<file path="src/rtl/data_cache.sv">
`default_nettype none
// ============================================================================
// Module      : data_cache
// Description : Direct-mapped, write-through, no-write-allocate data cache.
//               2^INDEX_W lines of four 32-bit words, single-word CPU port,
//               line-wide refill port toward data memory.
// Revision    : 1.0 - initial release
// ============================================================================
module data_cache #(
  parameter int ADDR_W  = 10,
  parameter int INDEX_W = 5
) (
  input  logic              clk,
  input  logic              RST,
  input  logic              cpu_rd,
  input  logic              cpu_wr,
  input  logic [ADDR_W-1:0] cpu_addr,
  input  logic [31:0]       cpu_wdata,
  output logic [31:0]       cpu_rdata,
  output logic              stall,
  output logic              mem_rd_en,
  output logic              mem_wr_en,
  output logic              mem_miss,
  output logic [ADDR_W-1:0] mem_addr,
  output logic [31:0]       mem_wdata,
  input  logic [127:0]      mem_rdata,
  input  logic              mem_ready
);

  localparam int TAG_W = ADDR_W - INDEX_W - 2;
  localparam int LINES = 1 << INDEX_W;

  localparam logic [1:0] IDLE  = 2'd0;
  localparam logic [1:0] FILL  = 2'd1;
  localparam logic [1:0] WRITE = 2'd2;
  localparam logic [1:0] DONE  = 2'd3;

  logic [1:0]        state;
  logic [1:0]        next_state;

  // Cache storage; only the valid bits need a reset value.
  logic [127:0]      line_data  [LINES];
  logic [TAG_W-1:0]  line_tag   [LINES];
  logic [LINES-1:0]  line_valid;

  // Transaction registers captured when leaving IDLE.
  logic [ADDR_W-1:0] lat_addr;
  logic [31:0]       lat_wdata;

  // Live CPU address fields.
  logic [1:0]        cpu_off;
  logic [INDEX_W-1:0] cpu_idx;
  logic [TAG_W-1:0]  cpu_tag;
  logic              hit;

  // Latched address fields, used by the store-hit update and the refill.
  logic [1:0]        lat_off;
  logic [INDEX_W-1:0] lat_idx;
  logic [TAG_W-1:0]  lat_tag;
  logic              lat_hit;

  logic              fill_we;
  logic              store_we;
  logic [31:0]       hit_word;

  assign cpu_off = cpu_addr[1:0];
  assign cpu_idx = cpu_addr[INDEX_W+1:2];
  assign cpu_tag = cpu_addr[ADDR_W-1:INDEX_W+2];
  assign hit     = line_valid[cpu_idx] && (line_tag[cpu_idx] == cpu_tag);
  assign hit_word = line_data[cpu_idx][{cpu_off, 5'b00000} +: 32];

  assign lat_off = lat_addr[1:0];
  assign lat_idx = lat_addr[INDEX_W+1:2];
  assign lat_tag = lat_addr[ADDR_W-1:INDEX_W+2];
  assign lat_hit = line_valid[lat_idx] && (line_tag[lat_idx] == lat_tag);

  // Cache writes happen only on the completion pulse of an active
  // transaction; reset forces IDLE, so an aborted one never writes.
  assign fill_we  = (state == FILL) && mem_ready;
  assign store_we = (state == WRITE) && mem_ready && lat_hit;

  // State register.
  always_ff @(posedge clk or negedge RST) begin
    if (!RST) begin
      state <= IDLE;
    end else begin
      state <= next_state;
    end
  end

  // Next-state logic; stores win over loads in IDLE.
  always_comb begin
    next_state = state;
    case (state)
      IDLE: begin
        if (cpu_wr) begin
          next_state = WRITE;
        end else if (cpu_rd && !hit) begin
          next_state = FILL;
        end
      end
      FILL:    if (mem_ready) next_state = IDLE;
      WRITE:   if (mem_ready) next_state = DONE;
      DONE:    next_state = IDLE;
      default: next_state = IDLE;
    endcase
  end

  // Outputs: memory side comes from state and latched registers only.
  always_comb begin
    cpu_rdata = 32'h0;
    stall     = 1'b0;
    mem_rd_en = 1'b0;
    mem_wr_en = 1'b0;
    mem_miss  = 1'b0;
    mem_addr  = '0;
    mem_wdata = 32'h0;
    case (state)
      IDLE: begin
        if (RST) begin
          stall = cpu_wr || (cpu_rd && !hit);
          if (cpu_rd && !cpu_wr && hit) begin
            cpu_rdata = hit_word;
          end
        end
      end
      FILL: begin
        stall     = 1'b1;
        mem_rd_en = 1'b1;
        mem_miss  = 1'b1;
        mem_addr  = lat_addr;
      end
      WRITE: begin
        stall     = 1'b1;
        mem_wr_en = 1'b1;
        mem_addr  = lat_addr;
        mem_wdata = lat_wdata;
      end
      default: begin
        // DONE: one stall-free cycle lets the CPU retire the store.
      end
    endcase
  end

  // Capture the transaction in IDLE; a refill always starts at word 0.
  always_ff @(posedge clk or negedge RST) begin
    if (!RST) begin
      lat_addr  <= '0;
      lat_wdata <= 32'h0;
    end else if (state == IDLE) begin
      if (cpu_wr) begin
        lat_addr  <= cpu_addr;
        lat_wdata <= cpu_wdata;
      end else if (cpu_rd && !hit) begin
        lat_addr  <= {cpu_addr[ADDR_W-1:2], 2'b00};
      end
    end
  end

  // Valid bits: cleared by reset, set when a refill completes.
  always_ff @(posedge clk or negedge RST) begin
    if (!RST) begin
      line_valid <= '0;
    end else if (fill_we) begin
      line_valid[lat_idx] <= 1'b1;
    end
  end

  // Line data and tags: whole-line refill, or single-word store-hit update.
  always_ff @(posedge clk) begin
    if (fill_we) begin
      line_data[lat_idx] <= mem_rdata;
      line_tag[lat_idx]  <= lat_tag;
    end else if (store_we) begin
      line_data[lat_idx][{lat_off, 5'b00000} +: 32] <= lat_wdata;
    end
  end

endmodule
`default_nettype wire

</file>
<file path="config.mk">
export PLATFORM = sky130hd
export DESIGN_NAME = data_cache
export DESIGN_NICKNAME = d
export VERILOG_FILES = /design/src/rtl/data_cache.sv
export SDC_FILE = /design/constraint.sdc
export NUM_CORES = 2
export LEC_CHECK = 0
export ABC_AREA = 1
export CAP_MARGIN = 5
export CORE_UTILIZATION = 31
export CTS_CLUSTER_SIZE = 30
export DETAILED_ROUTE_END_ITERATION = 12
export PLACE_DENSITY_LB_ADDON = 0.15
export SLEW_MARGIN = 40
export SYNTH_ARGS = -nofsm -noshare
export SYNTH_HDL_FRONTEND = slang
export SYNTH_MEMORY_MAX_BITS = 65536
export SYNTH_SLANG_ARGS = --single-unit
</file>
<file path="constraint.sdc">
create_clock -name clk -period 9.45 [get_ports clk]
set_input_delay 1.4175 -clock clk [delete_from_list [all_inputs] [get_ports clk]]
set_output_delay 1.4175 -clock clk [all_outputs]
set_load 0.005 [all_outputs]
</file>
==> results_dict.tcl <==
set metrics [dict create \
    status "complete, no violations" \
    yosysSeqAreaShare_pct 73.42 \
    grt_usage_pct 22.70 \
    clock_latency_ns 1.03 \
    power.total_mw 45.28 \
    grt_start_max_net_pins 168 \
    maxCapViolations 0 \
    ant_nets 0 \
    design.die.area_um2 564400 \
    post-cts-setup-buffer-count 0 \
    drtIter0Drc 11990 \
    period_needed_ns 7.771 \
    clk_path_buf_depth 4 \
    holdWs_ns 0.4873 \
    start_kind "primary input" \
    regToRegEndpoint "line_data[14][90]" \
    worstMarginPinSlew_ns 0.9734 \
    path_max_fanout 92 \
    cts_tree "built" \
    start_util_pct 31.18 \
    synth_nets 14220 \
    grt_pass1_wl_um 909100 \
    stdcell_count 22090 \
    ys_ff_latch 4268 \
    avgSynthCellArea_um2 12.40 \
    path_depth 14 \
    worst_path_max_delay_cell "inv_12" \
    antenna_found_initial 32 \
    ff2ff_path_depth 13 \
    max_freq_ghz 0.1287 \
    leakage_nw 68.54 \
    fin_area_um2 204200 \
    fillCellCount 54430 \
    fin_worst_skew_ns 0.04017 \
    ctsHoldBuffers 0 \
    place_congestion 0.8528 \
    setup_ws_ns 1.679 \
    numPortBuffers 252 \
    finalHoldViolCount 0 \
    dpl.cell_count 21220 \
    rows 274 \
    async_reset_ff_share_pct 1.781 \
    slew_headroom_pct 34.93 \
    critPathRequiredTime_ns 8.03 \
    firstDrtPassIters 6 \
    core_um2 558100 \
    pwr_density_cell_nw_per_um2 221.7 \
    die_y_um 751.3 \
    worstPathCellList "buf_16 > inv_12 > buf_12 > buf_4 > nand2_1 > a22o_1 > o211ai_1 > nand2_1 > nand2_1 > nand3_1 > nand3_1 > nand3_1 > nor2_1 > clkdlybuf4s50_1" \
    htree_levels 5 \
    tns_ns 0 \
    synth_cell_types 34 \
    critical_path_class "in -> out" \
    overflow 0 \
    wl_per_cell_um 29.93 \
    drive_gt1_share_pct 10.27 \
    synth_warnings 0 \
    first_global_vias 110800 \
    drc 0 \
    cts_num_sinks 4268 \
    pre_cts_ws_ns 1.953 \
    nets 14420 \
    worst-path-buf-inv 5 \
    fin_crit_sh_pct 82.24 \
    finalSetupViolations 0 \
    drt-total-wl_um 661200 \
    fp.dieW_um 751.3 \
    hp-class "reg -> reg" \
    viasPerCell 5.325 \
    yosysTopAreaCell "edfxtp_1" \
    cpPeakStageDelay_ns 0.72 \
    netlist_top_cells_area "edfxtp_1 72%, nand2_1 8.8%, nand3_1 5.3%, a21oi_1 2.8%, o211ai_1 2.1%" \
    numCtsBuffers 460 \
    rr_startpoint "lat_addr[2]" \
    cts_resized 0 \
    ios 253 \
    synth_top_area_share_pct 72.33 \
    cts_root_buf "clkbuf_16" \
    irDropWorstVdd_mv 0.1548 \
    post_dp_cell_area_um2 189900 \
    reg2reg_slack_ns 3.27 \
    hpwl_um 369900 \
    end_kind "output port" \
    drv_slew 0 \
    rsz0062_at_grt "no" \
    clkTransAtPathRegs_ns 0.06 \
    synth_ff_type "edfxtp_1" \
    setup.worst_path.start "cpu_addr[2]" \
    path_delay_family "buffers and inverters" \
    syn_inst 14040 \
    synth_area_um2 174000 \
    num_vias 117600 \
    synth_edf_count 4192 \
    final_core_util_pct 36.59 \
    area_growth_pct 17.32 \
    endpoint "cpu_rdata[9]" \
    worstPathArrival_ns 6.35 \
]
==> registers in the layout, summed over array words and instances, names as in the netlist <==
signal and cells:
line_data 4096, line_tag 96, lat_wdata 32, line_valid 32
lat_addr 10, state 2
==> worst register-to-register path, cell delays in order (launching register included) <==
cell     delay [ns]
dfrtp_1        0.61
nor2_2         0.07
buf_4          0.30
inv_1          0.36
o22ai_1        0.11
o21ai_0        0.61
nand4_1        0.41
nor2_1         0.19
nand3_1        0.13
nor2_4         0.31
nand3_4        0.63
buf_4          0.64
a21oi_4        0.70
buf_4          0.68
==> where the power goes <==
| group | total, mW | internal, mW | switching (mW) |
|---|---|---|---|
| combinational | 6.10 | 1.41 | 4.69 |
| clock | 17.3 | 9.68 | 7.64 |
| sequential | 21.9 | 21.4 | 0.438 |
| total | 45.3 | 32.5 | 12.8 |
==> final cells by class <==
| class | instances | area (um2) | share of cell area, % |
|---|---|---|---|
| tap | 7452 | 9324 | 4.566 |
| timing repair buffer | 800 | 8549 | 4.187 |
| multi-input combinational | 8606 | 43950 | 21.52 |
| antenna | 20 | 50.05 | 0.02451 |
| clock buffer | 593 | 12280 | 6.015 |
| inverter | 103 | 436.7 | 0.2139 |
| sequential | 4268 | 127800 | 62.59 |
| clock inverter | 249 | 1804 | 0.8836 |
==> kinds of logic after synthesis <==
kind of cell             after synthesis  share of synthesized area [%]
AND/OR/NAND/NOR                     6265                          15.08
flip-flops                          4268                          73.42
AO/OA/AOI/OAI                       2300                          8.581
buffers and inverters               1163                          2.648
multiplexers                          32                         0.2070
adder cells (fa/ha/maj)                9                        0.06470
==> metal layers <==
layer  part of all wire [%]  GRT usage (%)  routed length, um
met3                    6.8          4.497              45210
met2                     46          36.13             305200
met4                    3.6          7.557              23790
met1                     43          31.10             286500
met5                  0.077              0                507
==> how the worst min path moves through the flow <==
stage | startpoint | to | slack [ns] | depth (start not counted)
after detailed placement | line_valid[12] | line_valid[12] | 0.48 | 2
after global routing | line_valid[28] | line_valid[28] | 0.51 | 2
after floorplan | line_valid[11] | line_valid[11] | 0.45 | 2
after CTS | line_valid[12] | line_valid[12] | 0.49 | 2
final | line_valid[6] | line_valid[6] | 0.49 | 2
after global placement | line_valid[10] | line_valid[10] | 0.47 | 2
==> synth_stat cells, types with 2 or more instances <==
master    number
a21boi_1       5
buf_2        186
inv_1         95
o22ai_1       16
nand3_2        4
buf_4          3
nand2_1     4063
nand3_1     1853
a31oi_1       30
nor3_1        12
a22o_1       322
nand2_2        2
nor2_1       190
ha_1           9
a21oi_1      966
o21ai_0      143
nor2_4         2
or2_2          5
dfrtp_1       76
a32o_1       160
edfxtp_1    4192
a22oi_1       48
buf_1        137
clkbuf_1     734
clkinv_1       2
mux2_2        32
o21ai_1      121
inv_2          6
nand4_1      132
o211ai_1     487
==> cell usage in the layout, fill, tap and decap left out, types with 13 or more instances in the layout <==
cell / netlist / layout
edfxtp_1: 4192 / 4192
nand2_1: 4063 / 4054
nand3_1: 1853 / 1851
a21oi_1: 966 / 838
o211ai_1: 487 / 487
clkbuf_16: 0 / 470
buf_4: 3 / 327
a22o_1: 322 / 322
clkdlybuf4s50_1: 0 / 244
nor2_1: 190 / 189
a32o_1: 160 / 160
o21ai_0: 143 / 135
nand4_1: 132 / 132
a21oi_4: 0 / 128
clkinv_1: 2 / 121
clkbuf_1: 734 / 117
buf_8: 0 / 96
inv_1: 95 / 88
o21ai_2: 0 / 87
clkinv_2: 0 / 83
dfrtp_1: 76 / 66
buf_6: 0 / 61
buf_12: 0 / 58
a22oi_1: 48 / 48
o21ai_4: 0 / 37
mux2_2: 32 / 32
a31oi_1: 30 / 30
bufinv_16: 0 / 21
diode_2: 0 / 20
o22ai_1: 16 / 16
buf_16: 0 / 13
No activity file was read; power rests on OpenSTA's default activity.
